**src/rtl/addsub_pkg.sv**
```systemverilog
// Shared types and helpers for the digit-serial adder/subtractor.
//   state_t : control FSM state encoding
//   steps() : number of clock steps needed to process a WIDTH-bit operand DIGIT bits at a time
package addsub_pkg;

    typedef enum logic [1:0] {
        IDLE = 2'd0,
        RUN  = 2'd1,
        DONE = 2'd2
    } state_t;

    function automatic int unsigned steps(input int unsigned width, input int unsigned digit);
        return width / digit;
    endfunction

endpackage

```
**src/rtl/addsub_digit.sv**
```systemverilog
// Combinational DIGIT-bit ripple-carry adder slice.
//   a, b   : DIGIT-bit operand slices
//   cin    : carry in
//   sum_c  : DIGIT-bit sum
//   cout_c : carry out of the slice MSB
module addsub_digit #(
    parameter int unsigned DIGIT = 1
) (
    input  logic [DIGIT-1:0] a,
    input  logic [DIGIT-1:0] b,
    input  logic             cin,
    output logic [DIGIT-1:0] sum_c,
    output logic             cout_c
);

    logic [DIGIT:0] c;

    // Explicit ripple chain, one full adder per bit.
    always_comb begin
        c      = '0;
        sum_c  = '0;
        c[0]   = cin;
        for (int i = 0; i < int'(DIGIT); i++) begin
            sum_c[i] = a[i] ^ b[i] ^ c[i];
            c[i+1]   = (a[i] & b[i]) | (c[i] & (a[i] ^ b[i]));
        end
        cout_c = c[DIGIT];
    end

endmodule

```
**src/rtl/addsub_serial.sv**
```systemverilog
// Digit-serial two's-complement adder/subtractor with valid/ready on both sides.
// Processes DIGIT bits per clock; a result appears WIDTH/DIGIT clocks after accept.
//   clk, rst_n           : clock, async active-low reset
//   in_valid/in_ready    : operand handshake (a, b, sub sampled on accept)
//   out_valid/out_ready  : result handshake
//   result               : a+b or a-b mod 2^WIDTH
//   carry_out, borrow    : carry out of MSB; unsigned a<b in subtract mode
//   overflow             : signed overflow
//   negative, zero       : result MSB; result == 0
module addsub_serial import addsub_pkg::*; #(
    parameter int unsigned WIDTH = 8,
    parameter int unsigned DIGIT = 1
) (
    input  logic             clk,
    input  logic             rst_n,
    input  logic             in_valid,
    output logic             in_ready,
    input  logic [WIDTH-1:0] a,
    input  logic [WIDTH-1:0] b,
    input  logic             sub,
    output logic             out_valid,
    input  logic             out_ready,
    output logic [WIDTH-1:0] result,
    output logic             carry_out,
    output logic             borrow,
    output logic             overflow,
    output logic             negative,
    output logic             zero
);

    localparam int unsigned STEPS = steps(WIDTH, DIGIT);
    localparam int unsigned CW    = (STEPS > 1) ? $clog2(STEPS) : 1;
    localparam logic [CW-1:0] LAST = CW'(STEPS - 1);

    // Reject illegal parameterisations at elaboration.
    if (WIDTH < 2 || (WIDTH % DIGIT) != 0) begin : g_param_err
        $error("addsub_serial: WIDTH must be >= 2 and divisible by DIGIT");
    end

    state_t           state;
    state_t           state_nxt;
    logic [WIDTH-1:0] a_sh;
    logic [WIDTH-1:0] b_sh;
    logic             carry;
    logic             sub_q;
    logic             a_msb;
    logic             b_msb;
    logic [CW-1:0]    cnt;
    logic [DIGIT-1:0] sum_c;
    logic             cout_c;
    logic [WIDTH-1:0] res_nxt_c;
    logic             accept_c;

    addsub_digit #(.DIGIT(DIGIT)) u_digit (
        .a      (a_sh[DIGIT-1:0]),
        .b      (b_sh[DIGIT-1:0]),
        .cin    (carry),
        .sum_c  (sum_c),
        .cout_c (cout_c)
    );

    // New sum digit enters the result register from the MSB side.
    assign res_nxt_c = (result >> DIGIT) | (WIDTH'(sum_c) << (WIDTH - DIGIT));
    assign accept_c  = (state == IDLE) && in_valid;

    // Next-state logic.
    always_comb begin
        state_nxt = state;
        unique case (state)
            IDLE:    if (in_valid)      state_nxt = RUN;
            RUN:     if (cnt == LAST)   state_nxt = DONE;
            DONE:    if (out_ready)     state_nxt = IDLE;
            default:                    state_nxt = IDLE;
        endcase
    end

    // State register.
    always_ff @(posedge clk or negedge rst_n) begin
        if (!rst_n) state <= IDLE;
        else        state <= state_nxt;
    end

    // Handshake outputs, operand shifters, result and flags.
    always_ff @(posedge clk or negedge rst_n) begin
        if (!rst_n) begin
            in_ready  <= 1'b1;
            out_valid <= 1'b0;
            a_sh      <= '0;
            b_sh      <= '0;
            carry     <= 1'b0;
            sub_q     <= 1'b0;
            a_msb     <= 1'b0;
            b_msb     <= 1'b0;
            cnt       <= '0;
            result    <= '0;
            carry_out <= 1'b0;
            borrow    <= 1'b0;
            overflow  <= 1'b0;
            negative  <= 1'b0;
            zero      <= 1'b0;
        end else begin
            in_ready  <= (state_nxt == IDLE);
            out_valid <= (state_nxt == DONE);
            if (accept_c) begin
                // Subtraction is a + ~b + 1: invert b and seed the carry.
                a_sh  <= a;
                b_sh  <= b ^ {WIDTH{sub}};
                carry <= sub;
                sub_q <= sub;
                a_msb <= a[WIDTH-1];
                b_msb <= b[WIDTH-1] ^ sub;
                cnt   <= '0;
            end else if (state == RUN) begin
                a_sh   <= a_sh >> DIGIT;
                b_sh   <= b_sh >> DIGIT;
                carry  <= cout_c;
                result <= res_nxt_c;
                cnt    <= cnt + CW'(1);
                if (cnt == LAST) begin
                    carry_out <= cout_c;
                    borrow    <= sub_q & ~cout_c;
                    overflow  <= (a_msb == b_msb) && (res_nxt_c[WIDTH-1] != a_msb);
                    negative  <= res_nxt_c[WIDTH-1];
                    zero      <= (res_nxt_c == '0);
                end
            end
        end
    end

endmodule

```
**config.mk**
```make
export PLATFORM = sky130hd
export DESIGN_NAME = addsub_serial
export DESIGN_NICKNAME = d
export VERILOG_FILES = /design/src/rtl/addsub_pkg.sv /design/src/rtl/addsub_digit.sv /design/src/rtl/addsub_serial.sv
export SDC_FILE = /design/constraint.sdc
export NUM_CORES = 1
export LEC_CHECK = 0
export BUFFER_PORTS_ARGS = -buffer_cell sky130_fd_sc_hd__buf_2
export CORE_MARGIN = 3
export CORE_UTILIZATION = 30
export DETAILED_ROUTE_END_ITERATION = 12
export GPL_ROUTABILITY_DRIVEN = 0
export SYNTH_ARGS = -nofsm -noshare
export SYNTH_HDL_FRONTEND = slang
export SYNTH_SLANG_ARGS = --single-unit
```
**constraint.sdc**
```tcl
create_clock -name clk -period 2.6 [get_ports clk]
set_input_delay 0.39 -clock clk [delete_from_list [all_inputs] [get_ports clk]]
set_output_delay 0.39 -clock clk [all_outputs]
set_load 0.005 [all_outputs]
```
# Word-level counts from Yosys, hierarchy flattened
# Index checks and enable logic that the tools add are counted.
# W data, S select, Z words.
# op_classes
add_sub_neg	1
n_eq_ne	6
muxes	12
bitwise	11
n_reduce_logical	8
# op_table
operator	count
$mux W8	4
$logic_not A8 Y1	1
$or A7 B8 Y8	1
$xor A8 B8 Y8	1
$mux W2	3
$mux W3	2
$pmux W2 S3	1
$eq A2 B2 Y1 const B	2
$logic_not A2 Y1	2
$add A3 B1 Y3 const B	1
$and A1 B1 Y1	3
$eq A3 B3 Y1 const B	1
$reduce_and A3 Y1	1
$xor A1 B1 Y1	3
$eq A2 B1 Y1 const B	1
$logic_and A1 B1 Y1	2
$mux W1	2
$not A1 Y1	2
$reduce_and A2 Y1	1
$reduce_bool A2 Y1	1
$eq A1 B1 Y1	1
$ne A1 B1 Y1	1
$or A1 B1 Y1	1
# totals
register_bits	40
inputBits	21

# Longest topological paths before layout
# depth
ltp_word	5
ltp_mapped	6

# Hierarchy
# From an unflattened synthesis, not the netlist that was laid out.
# unflattened
cells_unflattened	158
hier_area_um2	1850.5
# modules_own_cells
module	instances	cells_each	area_each_um2
addsub_serial	1	157	1830.5
addsub_digit	1	1	20.0

# Least setup slack after synthesis
# Ideal clock, no wire load.
# synth_timing
kind	register to register
from	register cnt[0]
to	register carry_out
t_arrival_ns	1.324
required_time_ns	2.475
setup_slack_ns	1.151
stages_incl_launch_ff	5
period_less_slack_ns	1.449
cell_sequence	dfrtp_1 -> ha_1 -> ha_1 -> nand3b_1 -> mux2_2
# synth_via
elab_chain_len	2
# synth_rtl
element	line	text
start, declared	addsub_serial.sv:48	logic [CW-1:0] cnt;
start signal, assigned	addsub_serial.sv:118	cnt <= cnt + CW'(1);
$eq A3 B3 Y1	addsub_serial.sv:119	if (cnt == LAST) begin
$reduce_and A3 Y1 (no line)	n/a	
end signal, assigned	addsub_serial.sv:120	carry_out <= cout_c;
end, declared	addsub_serial.sv:24	output logic carry_out,
# Every way passes these cells.
# A chain may end at the register's enable or synchronous reset.

# Worst setup path after layout
# layout_timing
from	register state[1]
to	register a_sh[5]
# layout_via
elab_chain_len	3
# layout_rtl
element	line	text
start, declared	addsub_serial.sv:40	state_t state;
start signal, assigned	addsub_serial.sv:80	else state <= state_nxt;
$logic_not A2 Y1	addsub_serial.sv:64	assign accept_c = (state == IDLE) && in_valid;
$logic_and A1 B1 Y1	addsub_serial.sv:64	
$mux W8 or $reduce_bool A2 Y1 (tied branches)	n/a	
end signal, assigned	addsub_serial.sv:114	a_sh <= a_sh >> DIGIT;
end, declared	addsub_serial.sv:42	logic [WIDTH-1:0] a_sh;
# Parallel ways exist; a longest one is shown, timed or not.

==> summary.txt <==
simple-gate share of the synthesized area = 11.0%
Commonest cells post-synth = dfrtp_1 (39), nand2_1 (27), mux2i_1 (13), o21ai_1 (13), mux2_2 (12)
layout cells sized above 1 = 30.3%
Core Area = 5710 um2
first-pass GRT wire length = 5400 um
Clock Latency Late Sink = 0.29 ns
vias post-DR = 1208
max incr delay on CP = 0.48 ns
Core Util, Final = 37.2%
average wire per standard cell = 12.3 um
Die Height = 84.1 um
outcome = completed
CP required = 2.77 ns
pre-CTS WS = 0.909 ns
Post-synth EDFFs = 0
pwr dens = 1130 nW/um2
Critical Path Sink Type = register
post-CTS setup buffers = 0
logic gate share of total power = 37.6%
Synth top area share = 53.4%
# setup viols final = 0
Total Routing Usage GR = 9.47%
post-synth top area cell = dfrtp_1
Layout Nets = 218
RSZ-0062 raised after global routing = false
Crit path max-delay family = flip-flops
initial antenna violation count = 0
Sw Ratio = 34.8%
YS warnings = 0
Starting Density = 32.0%
via/cell ratio = 4.52
internal power = 1.57 mW
syn_nets = 182
CTS root buf = clkbuf_8
CTS tree = built
Critical Path Stages = 4
R2R Path Start = state[1]$_DFF_PN0_
clk_skew = 0.00745 ns
I/O pin count = 36
Synth Area in XOR/XNOR = 3.83%
placed cells = 259
Die Wd = 84.1 um
hold_buf cts = 0
CTS sink cnt = 40
leakage power = 1.01 nW
Peak VDD IR = 0.000413 V
R2R Setup Slk = 0.92 ns
Worst path slowest cell = dfrtp_1
most common flop cell mapped by yosys = dfrtp_1
fin crit share = 64.8%
Syn Area/Cell = 11.6 um2
final wirelength = 3270 um
Worst Reg2Reg Path Length in Cells = 4
Hold Violations, Final = 0
RR Endpoint = a_sh[5]$_DFFE_PN0P_
vias in the first global route = 1105
Sw Pwr = 0.839 mW
worst path bufs/invs = 1
Area contributors post-synth = dfrtp_1 (53%), mux2_2 (7.4%), mux2i_1 (7.1%)
fmax = 0.594 GHz
Synth Area in Compound Gates = 8.69%
critical path launch point type = register
synth unique cells = 29
Flop pwr share = 45.7%
Synth Register Bits = 40
Synth-to-Final Area Change = 16.2%
H-Tree Depth = 2
Post-Synth Adder-Cell Area = 2.46%
die area = 7070 um2
TNS Setup = 0 ns
total CTS buffers = 5
number of port buffers = 35
clk buf depth = 2
Ant. Diodes = 0
Cell Chain, Critical Path = nand2b_1 -> buf_4 -> mux2i_1 -> o21ai_1
Starting DRT DRC Count = 86
Pre-antenna DRT Iters = 4
count leader, synth = dfrtp_1
Post-Layout Cell Count = 267
Slew headroom = 41.4%
total gr overflow = 0
Gate Count Post-Synth = 158
Least-Margin Pin Slew = 0.879 ns
CP arrival = 1.85 ns
CP Class = reg -> reg
minimum clock period = 1.68 ns
drt drc = 0
CTS clk-pin slew, worst paths = 0.08 ns
Row Count = 27
Max Cap Viol = 0
DRT antenna net count = 0
Seq/Total Area, Yosys = 54.8%
mux cell area share after synthesis = 14.5%
HP Class = in -> async
setup slack after layout = 0.915 ns
PostCTS Resize Cnt = 0
crit-path max FO = 20
clock power share = 16.7%
Final Max Tran Viols = 0
largest net degree at the start of global routing = 41
main combinational cell family by area after synthesis = multiplexers
synthesized cell area = 1830 um2
asr flop ratio synth = 100%
total power draw = 2.41 mW
post-DP HPWL = 2340 um
how the worst max path moves through the flow:
| stage | start | endpoint | slack [ns] |
|---|---|---|---|
| 2_1_floorplan | cnt[0]$_DFFE_PN0P_ | carry_out$_DFFE_PN0P_ | 1.15 |
| 6_report | state[1]$_DFF_PN0_ | a_sh[5]$_DFFE_PN0P_ | 0.92 |
| 3_3_place_gp | state[1]$_DFF_PN0_ | b_sh[5]$_DFFE_PN0P_ | 0.93 |
| 5_1_grt | state[1]$_DFF_PN0_ | b_sh[2]$_DFFE_PN0P_ | 0.75 |
| 3_5_place_dp | state[1]$_DFF_PN0_ | a_sh[6]$_DFFE_PN0P_ | 0.91 |
| 4_1_cts | state[1]$_DFF_PN0_ | a_sh[6]$_DFFE_PN0P_ | 0.89 |
cell usage in the layout, fill, tap and decap left out, drive strengths merged, types with 2 or more instances in the layout:
| master | instances |
|---|---|
| xor2 | 8 |
| and3b | 3 |
| o22ai | 2 |
| clkbuf | 5 |
| nand2b | 2 |
| buf | 37 |
| o21bai | 2 |
| nor4 | 2 |
| mux2 | 12 |
| a21oi | 3 |
| dfrtp | 39 |
| ha | 2 |
| inv | 4 |
| mux2i | 13 |
| nand2 | 27 |
| clkinv | 3 |
| o21ai | 22 |
layout make-up:
class                      instances  area [um2]
fill                             576        3580
sequential                        40        1000
multi-input combinational        106         741
timing repair buffer              37         190
tap                               72        90.1
clock buffer                       5        68.8
clock inverter                     3        18.8
inverter                           4        15.0
state kept, by name, summed over array words and instances (netlist names):
name,cells
a_sh,8
b_sh,8
result,8
cnt,3
state,2
a_msb,1
b_msb,1
borrow,1
carry,1
carry_out,1
in_ready,1
negative,1
out_valid,1
overflow,1
sub_q,1
zero,1
cell families after synthesis:
logic type      Yosys count
buf+inv                  12
compound gates           30
mux                      25
simple gates             40
xor+xnor                  8
fa+ha+maj                 3
flops                    40
metrics by stage:
step	hold WS (ns)	instance area [um2]
2_1_floorplan	0.0944	1830
3_3_place_gp	0.463	2040
3_5_place_dp	0.467	2040
4_1_cts	0.250	2130
5_1_grt	0.294	2130
6_report	0.208	2130
power groups by stage:
stage	Clock, mW	Sequential (mW)	Combinational [mW]
after floorplan	0	1.07	0.756
after global placement	0	1.11	0.914
after detailed placement	0	1.12	0.926
after CTS	0.414	1.11	0.931
after global routing	0.442	1.14	1.02
final	0.403	1.10	0.907
worst register-to-register path, stage by stage (launching register included):
cell and delay (ns):
dfrtp_1 0.48, nand2b_1 0.39, buf_4 0.37, mux2i_1 0.25, o21ai_1 0.07
per-layer routing:
| layer | vias up | wire length [um] | global-route usage, % | share of wire (%) |
|---|---|---|---|---|
| li1 | 613 | - | - | - |
| met1 | 559 | 1730 | 13.9 | 53 |
| met2 | 33 | 1320 | 13.1 | 40 |
| met3 | 3 | 207 | 3.06 | 6.3 |
| met4 | 0 | 21 | 3.07 | 0.64 |
| met5 | - | 0 | 0 | 0 |
No activity file was read; power rests on OpenSTA's default activity.
